===== src/rtl/rr_mux_arbiter.sv =====
// rr_mux_arbiter: N-channel valid/ready selector with round-robin or
// fixed-priority grant and a single registered, back-pressurable output stage.
module rr_mux_arbiter #(
    parameter  int WIDTH = 8,
    parameter  int N     = 4,
    localparam int SW    = $clog2(N)
) (
    input  logic                 clk,
    input  logic                 rst,
    input  logic [N*WIDTH-1:0]   in_data,
    input  logic [N-1:0]         in_valid,
    output logic [N-1:0]         in_ready,
    input  logic                 rr_en,
    output logic [WIDTH-1:0]     out_data,
    output logic [SW-1:0]        out_sel,
    output logic                 out_valid,
    input  logic                 out_ready
);

    logic [WIDTH-1:0] data_q, data_d;
    logic [SW-1:0]    sel_q, sel_d;
    logic             valid_q, valid_d;
    logic [SW-1:0]    ptr_q, ptr_d;

    logic             load;
    logic             gnt_found;
    logic [SW-1:0]    gnt_idx;
    logic [WIDTH-1:0] chan [N];

    // Unpack the flat input bus so the winner can be picked by index.
    for (genvar i = 0; i < N; i++) begin : g_chan
        assign chan[i] = in_data[i*WIDTH +: WIDTH];
    end

    // Output stage can take a word when empty or being drained this cycle.
    assign load = !valid_q || out_ready;

    // Grant search: start at ptr (round-robin) or 0 (fixed), wrapping at N-1.
    // Only valid bits and arbitration state feed this, never the data.
    always_comb begin
        int start;
        int idx;
        gnt_found = 1'b0;
        gnt_idx   = '0;
        start     = rr_en ? int'(ptr_q) : 0;
        idx       = 0;
        for (int k = 0; k < N; k++) begin
            idx = start + k;
            if (idx >= N) idx = idx - N;
            if (!gnt_found && in_valid[SW'(idx)]) begin
                gnt_found = 1'b1;
                gnt_idx   = SW'(idx);
            end
        end
    end

    // Ready goes only to the granted channel, and only when the register can load.
    always_comb begin
        in_ready = '0;
        if (load && gnt_found) in_ready[gnt_idx] = 1'b1;
    end

    // Next-state for the output register and round-robin pointer.
    always_comb begin
        data_d  = data_q;
        sel_d   = sel_q;
        valid_d = valid_q;
        ptr_d   = ptr_q;
        if (load) begin
            if (gnt_found) begin
                data_d  = chan[gnt_idx];
                sel_d   = gnt_idx;
                valid_d = 1'b1;
                if (rr_en) ptr_d = (gnt_idx == SW'(N-1)) ? '0 : gnt_idx + SW'(1);
            end else begin
                // Drained with nothing to replace it: data/sel keep last word.
                valid_d = 1'b0;
            end
        end
    end

    // State registers; reset clears the output stage and pointer immediately.
    always_ff @(posedge clk or posedge rst) begin
        if (rst) begin
            data_q  <= '0;
            sel_q   <= '0;
            valid_q <= 1'b0;
            ptr_q   <= '0;
        end else begin
            data_q  <= data_d;
            sel_q   <= sel_d;
            valid_q <= valid_d;
            ptr_q   <= ptr_d;
        end
    end

    assign out_data  = data_q;
    assign out_sel   = sel_q;
    assign out_valid = valid_q;

endmodule


===== config.mk =====
export PLATFORM = sky130hd
export DESIGN_NAME = rr_mux_arbiter
export DESIGN_NICKNAME = d
export VERILOG_FILES = /design/src/rtl/rr_mux_arbiter.sv
export SDC_FILE = /design/constraint.sdc
export NUM_CORES = 1
export LEC_CHECK = 0
export ABC_AREA = 1
export ABC_CLOCK_PERIOD_IN_PS = 4600
export BUFFER_PORTS_ARGS = -buffer_cell sky130_fd_sc_hd__buf_2
export CAP_MARGIN = 20
export CORE_UTILIZATION = 51
export DETAILED_ROUTE_END_ITERATION = 12
export HOLD_SLACK_MARGIN = 0.08
export PLACE_DENSITY_LB_ADDON = 0.1
export SYNTH_ARGS = -nofsm -noshare
export SYNTH_HDL_FRONTEND = slang
export SYNTH_SLANG_ARGS = --single-unit

===== constraint.sdc =====
create_clock -name clk -period 4.6 [get_ports clk]
set_clock_uncertainty 0.15 [all_clocks]
set_input_delay 0.46 -clock clk [delete_from_list [all_inputs] [get_ports clk]]
set_output_delay 0.46 -clock clk [all_outputs]
set_load 0.03 [all_outputs]

==> reports/qor.csv, run 1 <==
stage;metric;value;unit
route;vias;1423;
placed_design;number of port buffers;54;
route;Vias/cell;4.924;
route;first-pass detailed-route iteration total;4;
sta;max-slew violation count;0;
setup_path;R2R depth;12;
synthesis;Mapped Cells;210;
pwr;Pwr Total;0.0009174;W
global_route;vias in the first global route;1247;
synthesis;Seq/Total Area, Yosys;0.2629;
job;Max-Cap Viols;0;
pwr;part of the power in registers;0.225;
clock_tree;CTS Buf Count;3;
pwr;clock share of power;0.075;
layout;Final nets;303;
sta;Final Hold Viols;0;
clock_tree;H-Tree Depth;1;
sta;period utilisation layout;0.7087;
clock_tree;root buffer cell;clkbuf_4;
min_path;Hold Path Origin;out_ready;
layout;area of the multi-input gates;737.0;um^2
clock_tree;CTS clk-pin slew, worst paths;0.07;ns
global_route;grt total ovfl;0;
sta;Final Critical Period;3.260;ns
route;Avg WL per Cell;9.436;um
placed_design;gpl congestion;0.8624;
setup_path;CP Capture Type;primary output;
layout;Layout Utilization;0.6731;
run_status;outcome;complete, no violations;
floorplan;num rows;17;
placed_design;DP HPWL;2.177;mm
setup_path;crit path launch;ptr_q[0];
layout;most frequent cells in the layout;95 x nand2_1, 54 x buf_2, 33 x nand3_1, 29 x inv_1, 13 x dfrtp_1;
route;Antenna Nets Post-Route;0;
setup_path;worst path arrival time;2.65;ns
setup_path;launch point of the worst reg-to-reg path;ptr_q[0];
clock_tree;CTS tree;done;
clock_tree;Post-CTS Resized;0;
setup_path;CP Max Fanout;12;
sta;Final TNS setup;0;ns
sta;Setup WS post-layout;1.340;ns
floorplan;die extent in y;51.26;um
layout;layout cell share with drive strength beyond 1;0.2835;
layout;diode count;0;
setup_path;Crit path required time;3.99;ns
route;final routed DRC violation total;0;
layout;commonest non-fill, non-tap cell in the layout;nand2_1;
floorplan;io pins;55;
synthesis;Post-synth ARST share;1.000;
synthesis;Ys Warns;0;
floorplan;CORE AREA;2255;um^2
floorplan;die area;2627;um^2
sta;fmax;306.8;MHz
sta;Max transition margin;0.6435;
pwr;Cell Pwr Density;604.5;nW/um^2
clock_tree;Sink Count;13;
min_path;hold crit path type;in -> reg;
synthesis;register bit total from synthesis;13;
route;1st-iter DRT viols;37;
layout;Fillers;249;
pwr;Lkg Pwr;0.9915;nW
layout;Area Growth Syn to Fin;22.65;%
global_route;GR Util All Layers;0.2347;
synthesis;Post-Syn Area per Cell;5.893;um^2
route;total wire length;2.727;mm
synthesis;Most used DFF post-synth;dfrtp_1;
sta;unrepaired setup endpoints after global routing;false;
global_route;initial antenna violation count;0;
setup_path;Startpoint Class;flop;
sta;Worst Max-Slew Pin Slew;0.5332;ns
pwr;fraction of power spent switching nets;0.5725;
synthesis;Net Count, Synth;251;
floorplan;Initial Util;0.5488;
setup_path;Setup CP Type;reg -> out;
synthesis;Netlist cell types;22;
sta;Setup-failing EPs final;0;
global_route;first-pass GRT wire length;4.754;mm
pwr;P_int;0.0003922;W
layout;Storage cell area;325.3;um^2
pwr;Combinational Power Share;0.699;
global_route;largest net degree at the start of global routing;18;
clock_tree;CTS Buffer Depth;2;
synthesis;area of the mapped netlist;1237;um^2
min_path;hold depth;2;
floorplan;chip width;51.26;um
pwr;Net Switching;0.0005252;W
sta;WHS;0.2257;ns
pwr;maximum vdd drop;0.5667;mV
placed_design;Worst Setup Slack post-DPL;1.576;ns
synthesis;number of enable flip-flop cells after synthesis;0;
clock_tree;Worst-Skew Late Latency;0.27;ns
[cells by family after synthesis]
logic type / count (synthesis) / synth area share
buf+inv: 38 / 0.1416
flops: 13 / 0.2629
compound gates: 5 / 0.02224
simple gates: 153 / 0.5632
fa+ha+maj: 1 / 0.01011
[state kept, by name (all words and copies together) (netlist names)]
| name | cells |
|---|---|
| out_data | 8 |
| out_sel | 2 |
| out_valid | 1 |
| ptr_q | 2 |
[power groups by stage]
stage / clock network, W / registers, W / logic [W]
finish: 0.0000691 / 0.000207 / 0.000642
global route: 0.0000749 / 0.000213 / 0.000729
CTS: 0.0000716 / 0.000206 / 0.000646
detailed placement: 0 / 0.000208 / 0.000644
global placement: 0 / 0.000208 / 0.000641
floorplan: 0 / 0.000281 / 0.000453
[layer usage]
metal,global-route usage,wire [um]
met5,0,0
met4,0.02703,0
met3,0.04464,151
met2,0.4342,1354
met1,0.2875,1221
[cell usage after synthesis, types with 3 or more instances]
| library cell | n | area (um^2) |
|---|---|---|
| buf_4 | 4 | 30.03 |
| dfrtp_1 | 13 | 325.3 |
| inv_1 | 29 | 108.9 |
| nand2_1 | 95 | 356.6 |
| nand2_2 | 6 | 37.54 |
| nand3_1 | 33 | 165.2 |
| nand4_1 | 3 | 18.77 |
| nor2_1 | 6 | 22.52 |
| nor2_2 | 3 | 18.77 |
[final timing paths]
check	endpoint	slack, ns
max	in_ready[0]	1.34
min	out_valid	0.23
max reg2reg	out_data[2]	2.02
min reg2reg	out_data[5]	0.33
max in group asynchronous	out_sel[0]	3.38
min in group asynchronous	out_data[6]	0.59
[stage by stage]
step           cells  instance area [um^2]
2_1_floorplan    210                  1237
3_3_place_gp     284                  1480
3_5_place_dp     284                  1480
4_1_cts          289                  1518
5_1_grt          289                  1518
6_report         289                  1518
[final cells by class]
cell class	count	area share
inverter	30	0.07420
sequential	13	0.2143
clock buffer	3	0.01484
timing repair buffer	55	0.1847
clock inverter	1	0.003298
multi-input combinational	159	0.4856
tap	28	0.02308
[critical path, cell delays in order, from the launching register on]
cell	delay [ns]
dfrtp_1	0.58
nand2_2	0.22
nand2_1	0.10
nand2_1	0.09
nand2_1	0.09
nand2_2	0.08
nand2_1	0.06
nor2_1	0.05
nor2_2	0.32
inv_1	0.28
nor3_2	0.25
buf_2	0.23
[timing repair]
action | 4_1_cts | 5_1_grt
hold buffers | 1 | 0
buffers inserted | 0 | 0
endpoints found under the setup margin | 0 | 0
hold endpoints to repair | 13 | 0
Power figures use the tool's default switching activity.
==> run 2, diff against run 1 <==
--- a/config.mk
+++ b/config.mk
@@ -6,10 +6,10 @@
 export NUM_CORES = 1
 export LEC_CHECK = 0
 export ABC_AREA = 1
-export ABC_CLOCK_PERIOD_IN_PS = 4600
+export ABC_CLOCK_PERIOD_IN_PS = 2950
 export BUFFER_PORTS_ARGS = -buffer_cell sky130_fd_sc_hd__buf_2
 export CAP_MARGIN = 20
-export CORE_UTILIZATION = 51
+export CORE_UTILIZATION = 43
 export DETAILED_ROUTE_END_ITERATION = 12
 export HOLD_SLACK_MARGIN = 0.08
 export PLACE_DENSITY_LB_ADDON = 0.1
==> constraint.sdc (replaced) <==
create_clock -name clk -period 2.95 [get_ports clk]
set_clock_uncertainty 0.15 [all_clocks]
set_input_delay 0.295 -clock clk [delete_from_list [all_inputs] [get_ports clk]]
set_output_delay 0.295 -clock clk [all_outputs]
set_load 0.03 [all_outputs]
==> run 2 against run 1 <==
Effect of this change: flip-flop and latch count stayed put; largest cell class unchanged; setup slack worse by 1.1 ns; sequential power is 56% higher; sequential share of layout area is 0.70 points lower; register-to-register slack worse by 1.4 ns; non-clock buffer count is 5 higher; die area is 18% higher; wire length is 4.5% higher; critical path depth is 3 higher; final cell count is 2.8% higher; largest power group unchanged.
==> reports/qor.csv, run 2 (synthesized netlist as in run 1, its figures left out) <==
stage;metric;value;unit
run_status;outcome;complete, no violations;
pwr;P_int;0.0006623;W
global_route;first-pass GRT wire length;4.843;mm
route;final routed DRC violation total;0;
global_route;vias in the first global route;1157;
clock_tree;H-Tree Depth;1;
placed_design;DP HPWL;2.236;mm
setup_path;worst path arrival time;2.29;ns
sta;Final TNS setup;0;ns
setup_path;launch point of the worst reg-to-reg path;ptr_q[0];
setup_path;crit path launch;ptr_q[0];
sta;fmax;365.5;MHz
floorplan;num rows;19;
clock_tree;Sink Count;13;
layout;Fillers;285;
floorplan;Initial Util;0.4526;
placed_design;gpl congestion;0.8642;
sta;unrepaired setup endpoints after global routing;false;
setup_path;Startpoint Class;flop;
min_path;hold crit path type;in -> reg;
placed_design;number of port buffers;54;
min_path;hold depth;3;
global_route;grt total ovfl;0;
layout;Final nets;308;
route;total wire length;2.851;mm
setup_path;Crit path required time;2.51;ns
floorplan;die extent in y;55.65;um
setup_path;reg-to-reg setup timing slack;0.66;ns
clock_tree;CTS clk-pin slew, worst paths;0.08;ns
pwr;Lkg Pwr;1.017;nW
layout;Area Growth Syn to Fin;27.30;%
pwr;Combinational Power Share;0.711;
floorplan;CORE AREA;2734;um^2
sta;max-slew violation count;0;
sta;Max transition margin;0.6731;
global_route;GR Util All Layers;0.1905;
floorplan;chip width;55.65;um
pwr;fraction of power spent switching nets;0.5596;
min_path;Hold Path Origin;in_data[10];
global_route;initial antenna violation count;0;
layout;diode count;0;
clock_tree;Worst-Skew Late Latency;0.28;ns
floorplan;io pins;55;
global_route;largest net degree at the start of global routing;18;
route;Avg WL per Cell;9.599;um
pwr;part of the power in registers;0.215;
sta;Worst Max-Slew Pin Slew;0.4898;ns
layout;layout cell share with drive strength beyond 1;0.2932;
clock_tree;CTS Buf Count;3;
setup_path;CP Capture Type;primary output;
clock_tree;CTS tree;done;
setup_path;CP Max Fanout;17;
route;vias;1383;
setup_path;Setup CP Type;reg -> out;
setup_path;R2R depth;14;
pwr;Cell Pwr Density;954.6;nW/um^2
layout;post-route cell area;1575;um^2
placed_design;Placed Area;1499;um^2
pwr;clock share of power;0.074;
pwr;maximum vdd drop;0.6390;mV
sta;Final Hold Viols;0;
route;first-pass detailed-route iteration total;4;
layout;max reg flops;8;
route;Vias/cell;4.657;
pwr;Net Switching;0.0008415;W
layout;most frequent cells in the layout;95 x nand2_1, 54 x buf_2, 33 x nand3_1, 29 x inv_1, 12 x dfrtp_1;
sta;period utilisation layout;0.9274;
sta;Setup-failing EPs final;0;
clock_tree;CTS Buffer Depth;2;
job;Max-Cap Viols;0;
route;Antenna Nets Post-Route;0;
clock_tree;root buffer cell;clkbuf_4;
layout;commonest non-fill, non-tap cell in the layout;nand2_1;
floorplan;die area;3096;um^2
sta;Final Critical Period;2.736;ns
route;1st-iter DRT viols;59;
run 2: changes by cell type in the layout (fill, tap and decap cells not counted):
cell	delta
dfrtp_1	-1
nand2_8	+1
dlygate4sd3_1	+1
clkinv_2	-1
nand2_2	-1
dfrtp_2	+1
buf_4	+4
clkbuf_1	+1
run 2: stage by stage:
step	setup WS, ns	instances	utilization	power, W	hold WS, ns
after global routing	0.004439	297	0.5762	0.001661	0.1225
after floorplan	0.5146	210	-	0.001144	0.02196
after global placement	0.3008	289	0.5483	0.001337	0.1887
after CTS	0.03266	295	0.5657	0.001459	0.1080
after detailed placement	0.2789	289	0.5483	0.001343	0.1855
final	0.2142	297	0.5762	0.001504	0.1121
run 2: layout make-up:
cell class / instances / area (um^2) / share of cell area
Multi-Input combinational cell: 159 / 750.7 / 0.4766
Sequential cell: 13 / 326.6 / 0.2073
Timing Repair Buffer: 60 / 320.3 / 0.2033
Inverter: 30 / 112.6 / 0.07149
Tap cell: 31 / 38.79 / 0.02462
Clock buffer: 4 / 26.28 / 0.01668
run 2: what timing repair did:
item | CTS | global route
endpoints found under the setup margin | 1 | 3
hold buffers | 2 | 0
gates cloned | 0 | 0
resized for setup | 1 | 2
endpoints found under the hold margin | 14 | 0
pin swaps | 0 | 1
buffers inserted | 0 | 2
run 2: layer usage:
metal,wire length (um),GRT usage,vias to the layer above,part of all wire
li1,-,-,758,-
met1,1511,0.2901,576,0.53
met2,1162,0.2823,44,0.41
met3,140,0.01628,5,0.049
met4,38,0.06429,0,0.013
met5,0,0,-,0
run 2: path summary, 6_finish.rpt:
path | end
max in group asynchronous | ptr_q[0]
worst min-delay path | out_data[2]
worst max register to register | out_data[2]
worst max-delay path | in_ready[3]
worst min register to register | out_sel[1]
min in group asynchronous | ptr_q[1]
run 2: power groups by stage:
stage | logic [W] | registers, W | clock network [W]
after floorplan | 0.000707 | 0.000437 | 0
after global placement | 0.00102 | 0.000321 | 0
after detailed placement | 0.00102 | 0.000322 | 0
after CTS | 0.00102 | 0.000322 | 0.000112
after global routing | 0.00120 | 0.000336 | 0.000125
final | 0.00107 | 0.000323 | 0.000111
run 2: critical path, stage by stage (launching register included):
cell     delay, ns
dfrtp_2       0.50
nand2_4       0.17
nand2_1       0.08
nand2_2       0.10
nand2_2       0.07
nand2_2       0.09
inv_2         0.04
nand2_2       0.07
nand3_4       0.21
nand2_8       0.14
inv_1         0.09
ha_1          0.20
inv_1         0.05
nor2_1        0.03
buf_2         0.18
==> run 3, diff against run 2 <==
--- a/config.mk
+++ b/config.mk
@@ -13,6 +13,7 @@
 export DETAILED_ROUTE_END_ITERATION = 12
 export HOLD_SLACK_MARGIN = 0.08
 export PLACE_DENSITY_LB_ADDON = 0.1
+export RECOVER_POWER = 50
 export SYNTH_ARGS = -nofsm -noshare
 export SYNTH_HDL_FRONTEND = slang
 export SYNTH_SLANG_ARGS = --single-unit
==> run 3 against run 2 <==
Effect of this change: cell area down 0.56%; power down 0.70%; wire length up 0.28%; sequential power about the same; setup slack worse by 0.0032 ns; first-iteration DRC count down 1.7%; global-route usage unchanged; count of clock-buffer cells in the layout unchanged; critical path type unchanged.
==> reports/qor.csv, run 3 (synthesized netlist as in run 1, its figures left out) <==
stage;metric;value;unit
pwr;maximum vdd drop;0.6201;mV
placed_design;DP HPWL;2.236;mm
clock_tree;CTS clk-pin slew, worst paths;0.08;ns
floorplan;die extent in y;55.65;um
layout;commonest non-fill, non-tap cell in the layout;nand2_1;
setup_path;crit-path cells;nand2_4 -> nand2_1 -> nand2_2 -> nand2_2 -> nand2_2 -> inv_2 -> nand2_2 -> nand3_4 -> nand2_8 -> inv_1 -> ha_1 -> inv_1 -> nor2_1 -> buf_2;
route;uppermost layer routed;met4;
pwr;P_int;0.0006495;W
pwr;Net Switching;0.0008438;W
pwr;clock share of power;0.075;
sta;fmax;365.1;MHz
sta;max-slew violation count;0;
layout;area of the multi-input gates;750.7;um^2
layout;most frequent cells in the layout;95 x nand2_1, 47 x buf_2, 33 x nand3_1, 29 x inv_1, 12 x dfrtp_1;
route;final routed DRC violation total;0;
layout;Storage cell area;326.6;um^2
clock_tree;root buffer cell;clkbuf_4;
route;Antenna Nets Post-Route;0;
setup_path;CP Capture Type;primary output;
clock_tree;Worst-Skew Late Latency;0.28;ns
layout;diode count;0;
layout;Layout Utilization;0.5730;
setup_path;Crit path depth;14;
setup_path;CP Buf/Inv Count;4;
min_path;hold depth;3;
sta;Max transition margin;0.6758;
floorplan;num rows;19;
route;met3 wire length;146;um
floorplan;die area;3096;um^2
route;total wire length;2.859;mm
placed_design;number of port buffers;54;
setup_path;Setup CP Type;reg -> out;
global_route;GR Util All Layers;0.1905;
sta;Final Hold Viols;0;
layout;layout cell share with drive strength beyond 1;0.2669;
route;vias;1380;
setup_path;R2R depth;14;
clock_tree;CTS tree;done;
setup_path;Critical-path top delay cell;dfrtp_2;
route;1st-iter DRT viols;58;
sta;Final TNS setup;0;ns
sta;period utilisation layout;0.9285;
run_status;outcome;complete, no violations;
sta;Worst Max-Slew Pin Slew;0.4858;ns
route;met2 WL;1.159;mm
clock_tree;CTS Buffer Depth;2;
clock_tree;H-Tree Depth;1;
floorplan;CORE AREA;2734;um^2
global_route;grt total ovfl;0;
global_route;initial antenna violation count;0;
layout;max reg flops;8;
route;M1 wire length;1.514;mm
global_route;vias in the first global route;1157;
pwr;Cell Pwr Density;953.3;nW/um^2
route;Avg WL per Cell;9.626;um
setup_path;Startpoint Class;flop;
setup_path;most frequent CP cell;nand2_2;
sta;Final Critical Period;2.739;ns
clock_tree;CTS Buf Count;3;
pwr;part of the power in registers;0.218;
layout;Fillers;289;
placed_design;gpl congestion;0.8642;
floorplan;chip width;55.65;um
route;Vias/cell;4.646;
layout;Area Growth Syn to Fin;26.59;%
setup_path;CP peak stage delay;0.50;ns
setup_path;Worst path top cell family by delay;simple AND/OR/NAND/NOR gates;
setup_path;Crit path required time;2.51;ns
clock_tree;Sink Count;13;
layout;Final Non-Filler Cells;297;
global_route;largest net degree at the start of global routing;18;
placed_design;placed cell count;289;
pwr;Combinational Power Share;0.707;
setup_path;CP Max Fanout;17;
floorplan;io pins;55;
sta;unrepaired setup endpoints after global routing;false;
min_path;hold crit path type;in -> reg;
pwr;fraction of power spent switching nets;0.5650;
global_route;first-pass GRT wire length;4.843;mm
setup_path;worst path arrival time;2.29;ns
job;Max-Cap Viols;0;
pwr;Lkg Pwr;0.9937;nW
layout;Final nets;308;
sta;WHS;0.1121;ns
floorplan;Initial Util;0.4526;
sta;Setup-failing EPs final;0;
route;first-pass detailed-route iteration total;4;
-- run 3: stage by stage --
step | setup WS (ns) | cell area (um^2) | power, W
after detailed placement | 0.2789 | 1499 | 0.001343
final | 0.2110 | 1567 | 0.001493
after global placement | 0.3008 | 1499 | 0.001337
after global routing | 0.004439 | 1567 | 0.001650
after CTS | 0.03266 | 1546 | 0.001459
after floorplan | 0.5146 | 1237 | 0.001144
-- run 3: worst register-to-register path: cells and delay by family, from the launching register on --
family        cells  cell delay [ns]
buf+inv           3             0.49
flops             1             0.50
simple gates     11             1.11
-- run 3: area by class of cell --
cell class / count / area share
inverter: 30 / 0.07189
tap: 31 / 0.02476
multi-input combinational: 159 / 0.4792
sequential: 13 / 0.2085
clock buffer: 4 / 0.01677
timing repair buffer: 60 / 0.1989
-- run 3: metal layers --
metal  GRT usage  vias to the layer above
met2      0.2823                       44
met1      0.2901                      573
li1            -                      758
met3     0.01628                        5
met5           0                        -
met4     0.06429                        0
-- run 3: repair_timing --
| action | in CTS | in global routing |
|---|---|---|
| hold buffers | 2 | 0 |
| endpoints found under the setup margin | 1 | 3 |
| pin swaps | 0 | 1 |
| cloned | 0 | 0 |
| resized for setup | 1 | 2 |
| setup buffers | 0 | 2 |
| hold endpoints to repair | 14 | 0 |
-- run 3: power by group through the flow --
| stage | sequential [W] | clock [W] | combinational (W) |
|---|---|---|---|
| final | 0.000326 | 0.000111 | 0.00106 |
| after global routing | 0.000338 | 0.000125 | 0.00119 |
| after CTS | 0.000322 | 0.000112 | 0.00102 |
| after detailed placement | 0.000322 | 0 | 0.00102 |
| after global placement | 0.000321 | 0 | 0.00102 |
| after floorplan | 0.000437 | 0 | 0.000707 |
-- run 3: worst paths after layout --
path	startpoint	to	slack [ns]
max in group asynchronous	rst	ptr_q[0]	1.88
worst min-delay path	in_data[10]	out_data[2]	0.11
worst min register to register	out_sel[1]	out_sel[1]	0.33
worst max register to register	ptr_q[0]	out_data[2]	0.66
min in group asynchronous	rst	ptr_q[1]	0.42
worst max-delay path	ptr_q[0]	in_ready[3]	0.21
